File: src/rtl/tensorcore_dispatch.sv
// rtl/tensorcore_dispatch.sv - tensor-core command dispatcher: queue pop, MU/LSU issue, response, in-flight tracking
// Optional feature macro: TENSORCORE_DISPATCH_FENCE_EN (adds the FENCE wait state)
module tensorcore_dispatch #(
   parameter int DATA_WIDTH      = 96,
   parameter int MAX_OUTSTANDING = 4,
   localparam int CNT_W          = $clog2(MAX_OUTSTANDING) + 1
) (
   input  logic                  clk,
   input  logic                  reset_n,
   input  logic                  q_empty_i,
   input  logic [DATA_WIDTH-1:0] q_data_i,
   output logic                  q_pop_o,
   output logic [DATA_WIDTH-1:0] issue_data_o,
   output logic                  mu_valid_o,
   input  logic                  mu_ready_i,
   output logic                  lsu_valid_o,
   input  logic                  lsu_ready_i,
   input  logic                  mu_done_i,
   input  logic                  lsu_done_i,
   output logic                  resp_valid_o,
   input  logic                  resp_ready_i,
   output logic [1:0]            resp_data_o,
   output logic [CNT_W-1:0]      outstanding_o,
   output logic                  busy_o
);

   // The instruction word sits in the top 32 bits; its opcode is the low 7 bits of that word.
   localparam int OP_LSB = DATA_WIDTH - 32;
   localparam logic [CNT_W-1:0] MAX_CNT = CNT_W'(MAX_OUTSTANDING);
   localparam logic [1:0] RESP_OK      = 2'b00;
   localparam logic [1:0] RESP_ILLEGAL = 2'b01;

   typedef enum logic [1:0] {
      IDLE,
      ISSUE,
      RESP
`ifdef TENSORCORE_DISPATCH_FENCE_EN
      , FENCE
`endif
   } state_t;

   state_t           state, next_state;
   logic [CNT_W-1:0] cnt, cnt_next;
   logic             unit_mu;
   logic [1:0]       resp_code;
   logic             issue_fire;
   logic [6:0]       opcode;
   logic             is_lsu, is_mu, is_fence, is_legal;
   logic [CNT_W:0]   cnt_sum;
   logic [1:0]       done_cnt;

   // Decode the head-of-queue opcode (only meaningful while the queue is non-empty).
   always_comb begin
      opcode   = q_data_i[OP_LSB +: 7];
      is_lsu   = (opcode == 7'b0000111) || (opcode == 7'b0100111);
      is_mu    = (opcode == 7'b1010111);
`ifdef TENSORCORE_DISPATCH_FENCE_EN
      is_fence = (opcode == 7'b0001111);
`else
      is_fence = 1'b0;
`endif
      is_legal = is_lsu || is_mu || is_fence;
   end

   // State register.
   always_ff @(posedge clk or negedge reset_n) begin
      if (!reset_n) state <= IDLE;
      else          state <= next_state;
   end

   // Next-state and handshake outputs; the pop is gated by reset_n so nothing is consumed while reset is held.
   always_comb begin
      next_state   = state;
      q_pop_o      = 1'b0;
      mu_valid_o   = 1'b0;
      lsu_valid_o  = 1'b0;
      resp_valid_o = 1'b0;
      issue_fire   = 1'b0;
      case (state)
         IDLE: begin
            if (reset_n && !q_empty_i && (cnt < MAX_CNT)) begin
               q_pop_o = 1'b1;
               if (is_lsu || is_mu) next_state = ISSUE;
`ifdef TENSORCORE_DISPATCH_FENCE_EN
               else if (is_fence)   next_state = FENCE;
`endif
               else                 next_state = RESP;
            end
         end
         ISSUE: begin
            mu_valid_o  = unit_mu;
            lsu_valid_o = !unit_mu;
            if (unit_mu ? mu_ready_i : lsu_ready_i) begin
               issue_fire = 1'b1;
               next_state = RESP;
            end
         end
         RESP: begin
            resp_valid_o = 1'b1;
            if (resp_ready_i) next_state = IDLE;
         end
`ifdef TENSORCORE_DISPATCH_FENCE_EN
         FENCE: begin
            if (cnt == '0) next_state = RESP;
         end
`endif
         default: next_state = IDLE;
      endcase
   end

   // Latch the popped command, its target unit and its response code; held until the next pop.
   always_ff @(posedge clk or negedge reset_n) begin
      if (!reset_n) begin
         issue_data_o <= '0;
         unit_mu      <= 1'b0;
         resp_code    <= RESP_OK;
      end else if (q_pop_o) begin
         issue_data_o <= q_data_i;
         unit_mu      <= is_mu;
         resp_code    <= is_legal ? RESP_OK : RESP_ILLEGAL;
      end
   end

   // In-flight count: +1 per issue handshake, -1 per done pulse, floored at zero.
   always_comb begin
      cnt_sum  = {1'b0, cnt} + {{CNT_W{1'b0}}, issue_fire};
      done_cnt = {1'b0, mu_done_i} + {1'b0, lsu_done_i};
      if (cnt_sum > (CNT_W+1)'(done_cnt)) cnt_next = CNT_W'(cnt_sum - (CNT_W+1)'(done_cnt));
      else                                cnt_next = '0;
   end

   // Counter register.
   always_ff @(posedge clk or negedge reset_n) begin
      if (!reset_n) cnt <= '0;
      else          cnt <= cnt_next;
   end

   assign outstanding_o = cnt;
   assign resp_data_o   = resp_code;
   assign busy_o        = (state != IDLE) || (cnt != '0);

endmodule

File: config.mk
export PLATFORM = sky130hd
export DESIGN_NAME = tensorcore_dispatch
export DESIGN_NICKNAME = d
export VERILOG_FILES = /design/src/rtl/tensorcore_dispatch.sv
export SDC_FILE = /design/constraint.sdc
export NUM_CORES = 1
export LEC_CHECK = 0
export ABC_AREA = 1
export CAP_MARGIN = 30
export CELL_PAD_IN_SITES_DETAIL_PLACEMENT = 0
export CELL_PAD_IN_SITES_GLOBAL_PLACEMENT = 2
export CORE_UTILIZATION = 22
export CTS_BUF_LIST = sky130_fd_sc_hd__clkbuf_16
export DETAILED_ROUTE_END_ITERATION = 6
export PLACE_DENSITY = 0.84
export REMOVE_ABC_BUFFERS = 1
export SYNTH_ARGS = -nofsm -noshare
export SYNTH_HDL_FRONTEND = slang
export SYNTH_SLANG_ARGS = --single-unit
File: constraint.sdc
create_clock -name clk -period 2.8 [get_ports clk]
set_input_delay 0.42 -clock clk [delete_from_list [all_inputs] [get_ports clk]]
set_output_delay 0.42 -clock clk [all_outputs]
set_load 0.01 [all_outputs]
==> impl_metrics.tcl, run 1 <==
set metrics [dict create \
    drc 0 \
    p_leak_nw 3.330 \
    cts_tree "done" \
    postCtsSetupBuffers 0 \
    outcome "finished clean" \
    r2r-start "state[0]" \
    maxCapViolCount 0 \
    final_common_cell "nand2_1" \
    top_usage_layer "met2" \
    relSlewSlack_pct 52.12 \
    synth_top_area_cell "dfrtp_1" \
    grt_pass1_vias 3833 \
    total_power_mw 6.907 \
    worst_pin_slew_ns 0.7183 \
    cp.arrival_ns 1.92 \
    htree_levels 3 \
    crit_start "outstanding_o[2]" \
    area_growth_pct 62.63 \
    coreArea_sq_um 18710 \
    finalClockSkew_ns 0.005786 \
    synth_cell_types 19 \
    core.rowCount 50 \
    use_met3_pct 3.761 \
    synth_area_sq_um 4185 \
    grt_max_degree 103 \
    cp.required_ns 2.38 \
    crit_path_end_kind "primary output" \
    worstHoldPathType "primary input to async pin" \
    ir_drop_uv 327.3 \
    first_pass_iters 4 \
    endpoint "q_pop_o" \
    hold_viol_final 0 \
    die_y_microns 139.9 \
    grt_pass1_wl_microns 19550 \
    powerDensity_nw_per_um2 1015 \
    path_max_fanout 5 \
    area.sequential_sq_um 2577 \
    netlist.area_leader.share_pct 61.58 \
    cts-buffers-inserted 9 \
    clk_pin_slew_ns 0.07 \
    grt_overflow_total 0 \
    fmax_mhz 426.9 \
    grt_usage_pct 12.64 \
    initial_core_util_pct 22.37 \
    muxShareOfSynthArea_pct 0 \
    cts_resized 0 \
    setup_ws_ns 0.4577 \
    clock_latency_ns 0.34 \
    synth_xor_area_share_pct 0 \
    worstSetupStartpointType "flop" \
    clkSinkCount 103 \
    first_iter_violations 80 \
    rsz0062_at_grt "false" \
    use_met1_pct 15.87 \
    antenna_found_initial 0 \
    fin_nets 799 \
    gp_congestion 0.7806 \
    ctsHoldBuffers 0 \
    hold_ws_ns 0.1941 \
    synth_compound_area_share_pct 0.7175 \
    post-place-ws_ns 0.3419 \
    synth_seq_area_share_pct 61.58 \
    finalCritPeriodShare_pct 83.65 \
    r2r-end "outstanding_o[0]" \
    via_per_inst 4.068 \
    drt-total-wl_microns 11910 \
    slew_viol_final 0 \
    regToRegSetupSlack_ns 0.66 \
    io_pins 210 \
    yosys.area_share.simple_pct 30.37 \
    synth-seq-cells 103 \
    yosys-top-cells-area "dfrtp_1 (62%), nand2_1 (27%), inv_1 (1.8%), buf_2 (1.7%), ha_1 (1.5%)" \
    reg2regPathDepth 11 \
    n_fill_cell 1897 \
    vias 3771 \
    num_antenna_cells 0 \
    dp_hpwl_microns 8416 \
    setup_viol_count_final 0 \
    avgSynthCellArea_sq_um 8.576 \
    layout_common_cells "nand2_1 (304), clkdlybuf4s50_1 (207), dfrtp_1 (103)" \
    finalSetupTns_ns 0 \
    ant_nets 0 \
    clk_root_buffer_cell "clkbuf_16" \
    grt_use_met2_pct 20.34 \
    multiInputGateArea_sq_um 1388 \
    fp.dieArea_sq_um 19580 \
    synth_cells 488 \
    wire_per_inst_microns 12.85 \
    synth_top_family_by_area "simple AND/OR/NAND/NOR gates" \
    yosysWarnings 0 \
    path_class "flop to primary output" \
    die_x_microns 139.9 \
    drive_gt1_share_pct 3.175 \
    fin_crit_ns 2.342 \
    portBuffers 208 \
    synth_fa_ha_area_share_pct 1.973 \
    clock_path_buffers 2 \
]
[stage by stage]
stage	util [%]	instance area (sq um)	instances
3_5_place_dp	34.60	6471	912
5_1_grt	36.39	6807	927
3_3_place_gp	34.60	6471	912
4_1_cts	36.39	6807	927
2_1_floorplan	-	4044	466
6_report	36.39	6807	927
[report_power, final]
group | internal [mW] | total (mW) | switching (mW)
logic | 1.62 | 2.93 | 1.31
registers | 2.17 | 2.56 | 0.388
clock network | 0.869 | 1.42 | 0.550
[worst max-delay path, cell delays in order (launching register included)]
cell and delay (ns):
dfrtp_1 0.40, inv_1 0.15, nand3_1 0.16, nor2_4 0.27, clkdlybuf4s50_1 0.59
[cells by family after synthesis]
| group | count (synthesis) |
|---|---|
| buffers and inverters | 43 |
| AOI/OAI and AO/OA | 6 |
| DFF | 103 |
| adders and majority gates | 6 |
| and+or+nand+nor | 329 |
| other | 1 |
[per-layer routing]
layer  vias up  wire (microns)
li1       1863               -
met1      1747            5399
met2       148            5400
met3        13             953
met4         0             155
met5         -               0
[how the worst min path moves through the flow]
stage | endpoint | depth (start not counted)
4_1_cts | issue_data_o[65] | 2
5_1_grt | issue_data_o[65] | 2
2_1_floorplan | issue_data_o[0] | 0
3_5_place_dp | issue_data_o[47] | 2
3_3_place_gp | issue_data_o[60] | 2
6_report | issue_data_o[65] | 2
[cell usage after synthesis]
cell type and instances:
a21oi_1 1, buf_2 14, buf_4 1, buf_6 5
clkbuf_1 2, conb_1 1, dfrtp_1 103, fa_1 1
ha_1 5, inv_1 20, inv_2 1, nand2_1 304
nand3_1 8, nand3b_1 2, nand4_1 1, nor2_1 11
nor2_4 2, nor3_1 1, o21ai_0 5
[registers in the layout (all words and copies together), names as in the netlist]
name	flops
outstanding_o	3
issue_data_o	96
resp_data_o	1
unit_mu	1
state	2
[cell type report]
type / count / area share (%)
clock buffers: 9 / 3.309
clock inverters: 6 / 1.618
inverters: 21 / 1.158
multi-input cells: 342 / 20.39
flip-flops and latches: 103 / 37.87
well taps: 234 / 4.301
repair buffers: 212 / 31.36
No activity file was read; power rests on OpenSTA's default activity.
==> inputs of run 2 (changes only) <==
--- a/config.mk
+++ b/config.mk
@@ -9,10 +9,10 @@
 export CAP_MARGIN = 30
 export CELL_PAD_IN_SITES_DETAIL_PLACEMENT = 0
 export CELL_PAD_IN_SITES_GLOBAL_PLACEMENT = 2
-export CORE_UTILIZATION = 22
+export CORE_UTILIZATION = 20
 export CTS_BUF_LIST = sky130_fd_sc_hd__clkbuf_16
 export DETAILED_ROUTE_END_ITERATION = 6
-export PLACE_DENSITY = 0.84
+export PLACE_DENSITY = 0.8
 export REMOVE_ABC_BUFFERS = 1
 export SYNTH_ARGS = -nofsm -noshare
 export SYNTH_HDL_FRONTEND = slang
==> constraint.sdc (replaced) <==
create_clock -name clk -period 2.1 [get_ports clk]
set_input_delay 0.315 -clock clk [delete_from_list [all_inputs] [get_ports clk]]
set_output_delay 0.315 -clock clk [all_outputs]
set_load 0.01 [all_outputs]
==> run 2 against run 1 <==
Effect of this change: setup slack worse by 0.36 ns; core utilization is 2.3 points lower; highest routed layer is now met5; largest cell class unchanged; flip-flop and latch count stayed put; power is 34% higher.
==> impl_metrics.tcl, run 2 (synthesis gave the netlist of run 1 again) <==
set metrics [dict create \
    hold_ws_ns 0.08290 \
    path_class "flop to primary output" \
    portBuffers 208 \
    relSlewSlack_pct 61.89 \
    via_per_inst 3.811 \
    initial_core_util_pct 20.55 \
    fin_nets 805 \
    clk_pin_slew_ns 0.07 \
    first_iter_violations 161 \
    die_y_microns 146.7 \
    finalSetupTns_ns 0 \
    layout_common_cells "nand2_1 (303), clkdlybuf4s50_1 (206), dfrtp_1 (103)" \
    cp.required_ns 1.78 \
    io_pins 210 \
    num_antenna_cells 0 \
    finalClockSkew_ns 0.007054 \
    hold_viol_final 0 \
    crit_path_end_kind "primary output" \
    path_cells "inv_1 -> nor2_2 -> inv_2 -> buf_4 -> nor2_1 -> clkdlybuf4s50_1" \
    grt_pass1_wl_microns 19850 \
    finalNonFillerCells 968 \
    powerDensity_nw_per_um2 1334 \
    die_x_microns 146.7 \
    slew_viol_final 0 \
    clock_path_buffers 2 \
    largest_register_ffs 96 \
    n_fill_cell 2158 \
    clkSinkCount 103 \
    area_growth_pct 66.01 \
    dp_hpwl_microns 8569 \
    regMostFlops "issue_data_o" \
    dp.cells 953 \
    multiInputGateArea_sq_um 1414 \
    cp.arrival_ns 1.69 \
    ir_drop_uv 582.9 \
    crit_family "buffers and inverters" \
    drt-total-wl_microns 12530 \
    final_common_cell "nand2_1" \
    first_pass_iters 4 \
    final_core_util_pct 34.12 \
    cts_tree "done" \
    r2r-start "unit_mu" \
    fp.dieArea_sq_um 21510 \
    grt_max_degree 104 \
    cts-buffers-inserted 9 \
    worstHoldPathType "primary input to async pin" \
    ant_nets 0 \
    clk_root_buffer_cell "clkbuf_16" \
    outcome "finished clean" \
    drc 0 \
    htree_levels 3 \
    maxCapViolCount 0 \
    finalCritPeriodShare_pct 95.30 \
    clock_latency_ns 0.34 \
    slowest_stage "clkdlybuf4s50_1" \
    core.rowCount 52 \
    path_max_fanout 3 \
    worst_pin_slew_ns 0.5716 \
    vias 3689 \
    max_stage_delay_ns 0.54 \
    fin_crit_ns 2.001 \
    worstSetupStartpointType "flop" \
    coreArea_sq_um 20360 \
    grt_pass1_vias 3637 \
    grt_usage_pct 11.85 \
    setup_viol_count_final 0 \
    antenna_found_initial 1 \
    fmax_mhz 499.7 \
    p_leak_nw 3.367 \
    wire_per_inst_microns 12.95 \
    drive_gt1_share_pct 4.871 \
    gp_congestion 0.7366 \
    path_buf_inv 4 \
    grt_overflow_total 0 \
    area.sequential_sq_um 2577 \
    crit_start "state[0]" \
]
run 2: where the power goes:
part           leakage [nW]  switching, mW  total (mW)  internal, mW
registers              1.28          0.484        3.38          2.89
logic                  1.92           1.80        4.02          2.22
clock network         0.159          0.725        1.87          1.15
run 2: path summary, 6_finish.rpt:
check                      depth (start not counted)               end  slack, ns
max                                                6       lsu_valid_o        0.1
min                                                2    resp_data_o[0]       0.08
max reg2reg                                       12  outstanding_o[1]       0.12
min in group clk                                   2  issue_data_o[13]       0.47
max in group asynchronous                          2  issue_data_o[91]       1.59
min reg2reg                                        2  issue_data_o[13]       0.47
run 2: final cells by class:
class,count,area share (%)
Sequential cell,103,37.10
Timing Repair Buffer,218,31.89
Multi-Input combinational cell,342,20.35
Tap cell,270,4.862
Clock buffer,9,3.241
Clock inverter,5,1.423
Inverter,21,1.135
run 2: what timing repair did:
action | CTS | global route
gates resized for setup | 1 | 8
setup endpoints to repair | 1 | 3
cloned | 0 | 0
hold buffers | 0 | 0
pin swaps | 0 | 3
buffers inserted | 0 | 1
run 2: metal layers:
metal  vias up  GRT usage, %  wire length [microns]
met3        14         4.094                    908
met1      1682         15.43                   5783
li1       1866             -                      -
met2       125         18.29                   5627
met4         2         3.802                    199
met5         -             0                     14
run 2: worst reg2reg max path, stage by stage (launching register included):
cell,delay (ns)
dfrtp_1,0.41
inv_1,0.08
nand2_1,0.08
a21oi_2,0.19
ha_4,0.22
inv_1,0.05
ha_2,0.15
inv_1,0.05
fa_2,0.38
nand2_2,0.08
nand3b_1,0.09
nand2_1,0.07
inv_1,0.04
run 2: through the flow:
stage          cell area (sq um)  total power [mW]  setup WS [ns]
2_1_floorplan               4044             4.921         -1.363
3_3_place_gp                6591             7.477        -0.2134
3_5_place_dp                6591             7.493        -0.2443
4_1_cts                     6914             9.445      0.0009079
5_1_grt                     6948             9.974       -0.04395
6_report                    6948             9.267        0.09870
==> inputs of run 3 (changes only) <==
--- a/config.mk
+++ b/config.mk
@@ -11,6 +11,7 @@
 export CELL_PAD_IN_SITES_GLOBAL_PLACEMENT = 2
 export CORE_UTILIZATION = 20
 export CTS_BUF_LIST = sky130_fd_sc_hd__clkbuf_16
+export CTS_CLUSTER_SIZE = 14
 export DETAILED_ROUTE_END_ITERATION = 6
 export PLACE_DENSITY = 0.8
 export REMOVE_ABC_BUFFERS = 1
==> results of run 3 <==
Same layout as run 2: the final DEF is identical, and so are final timing and power.
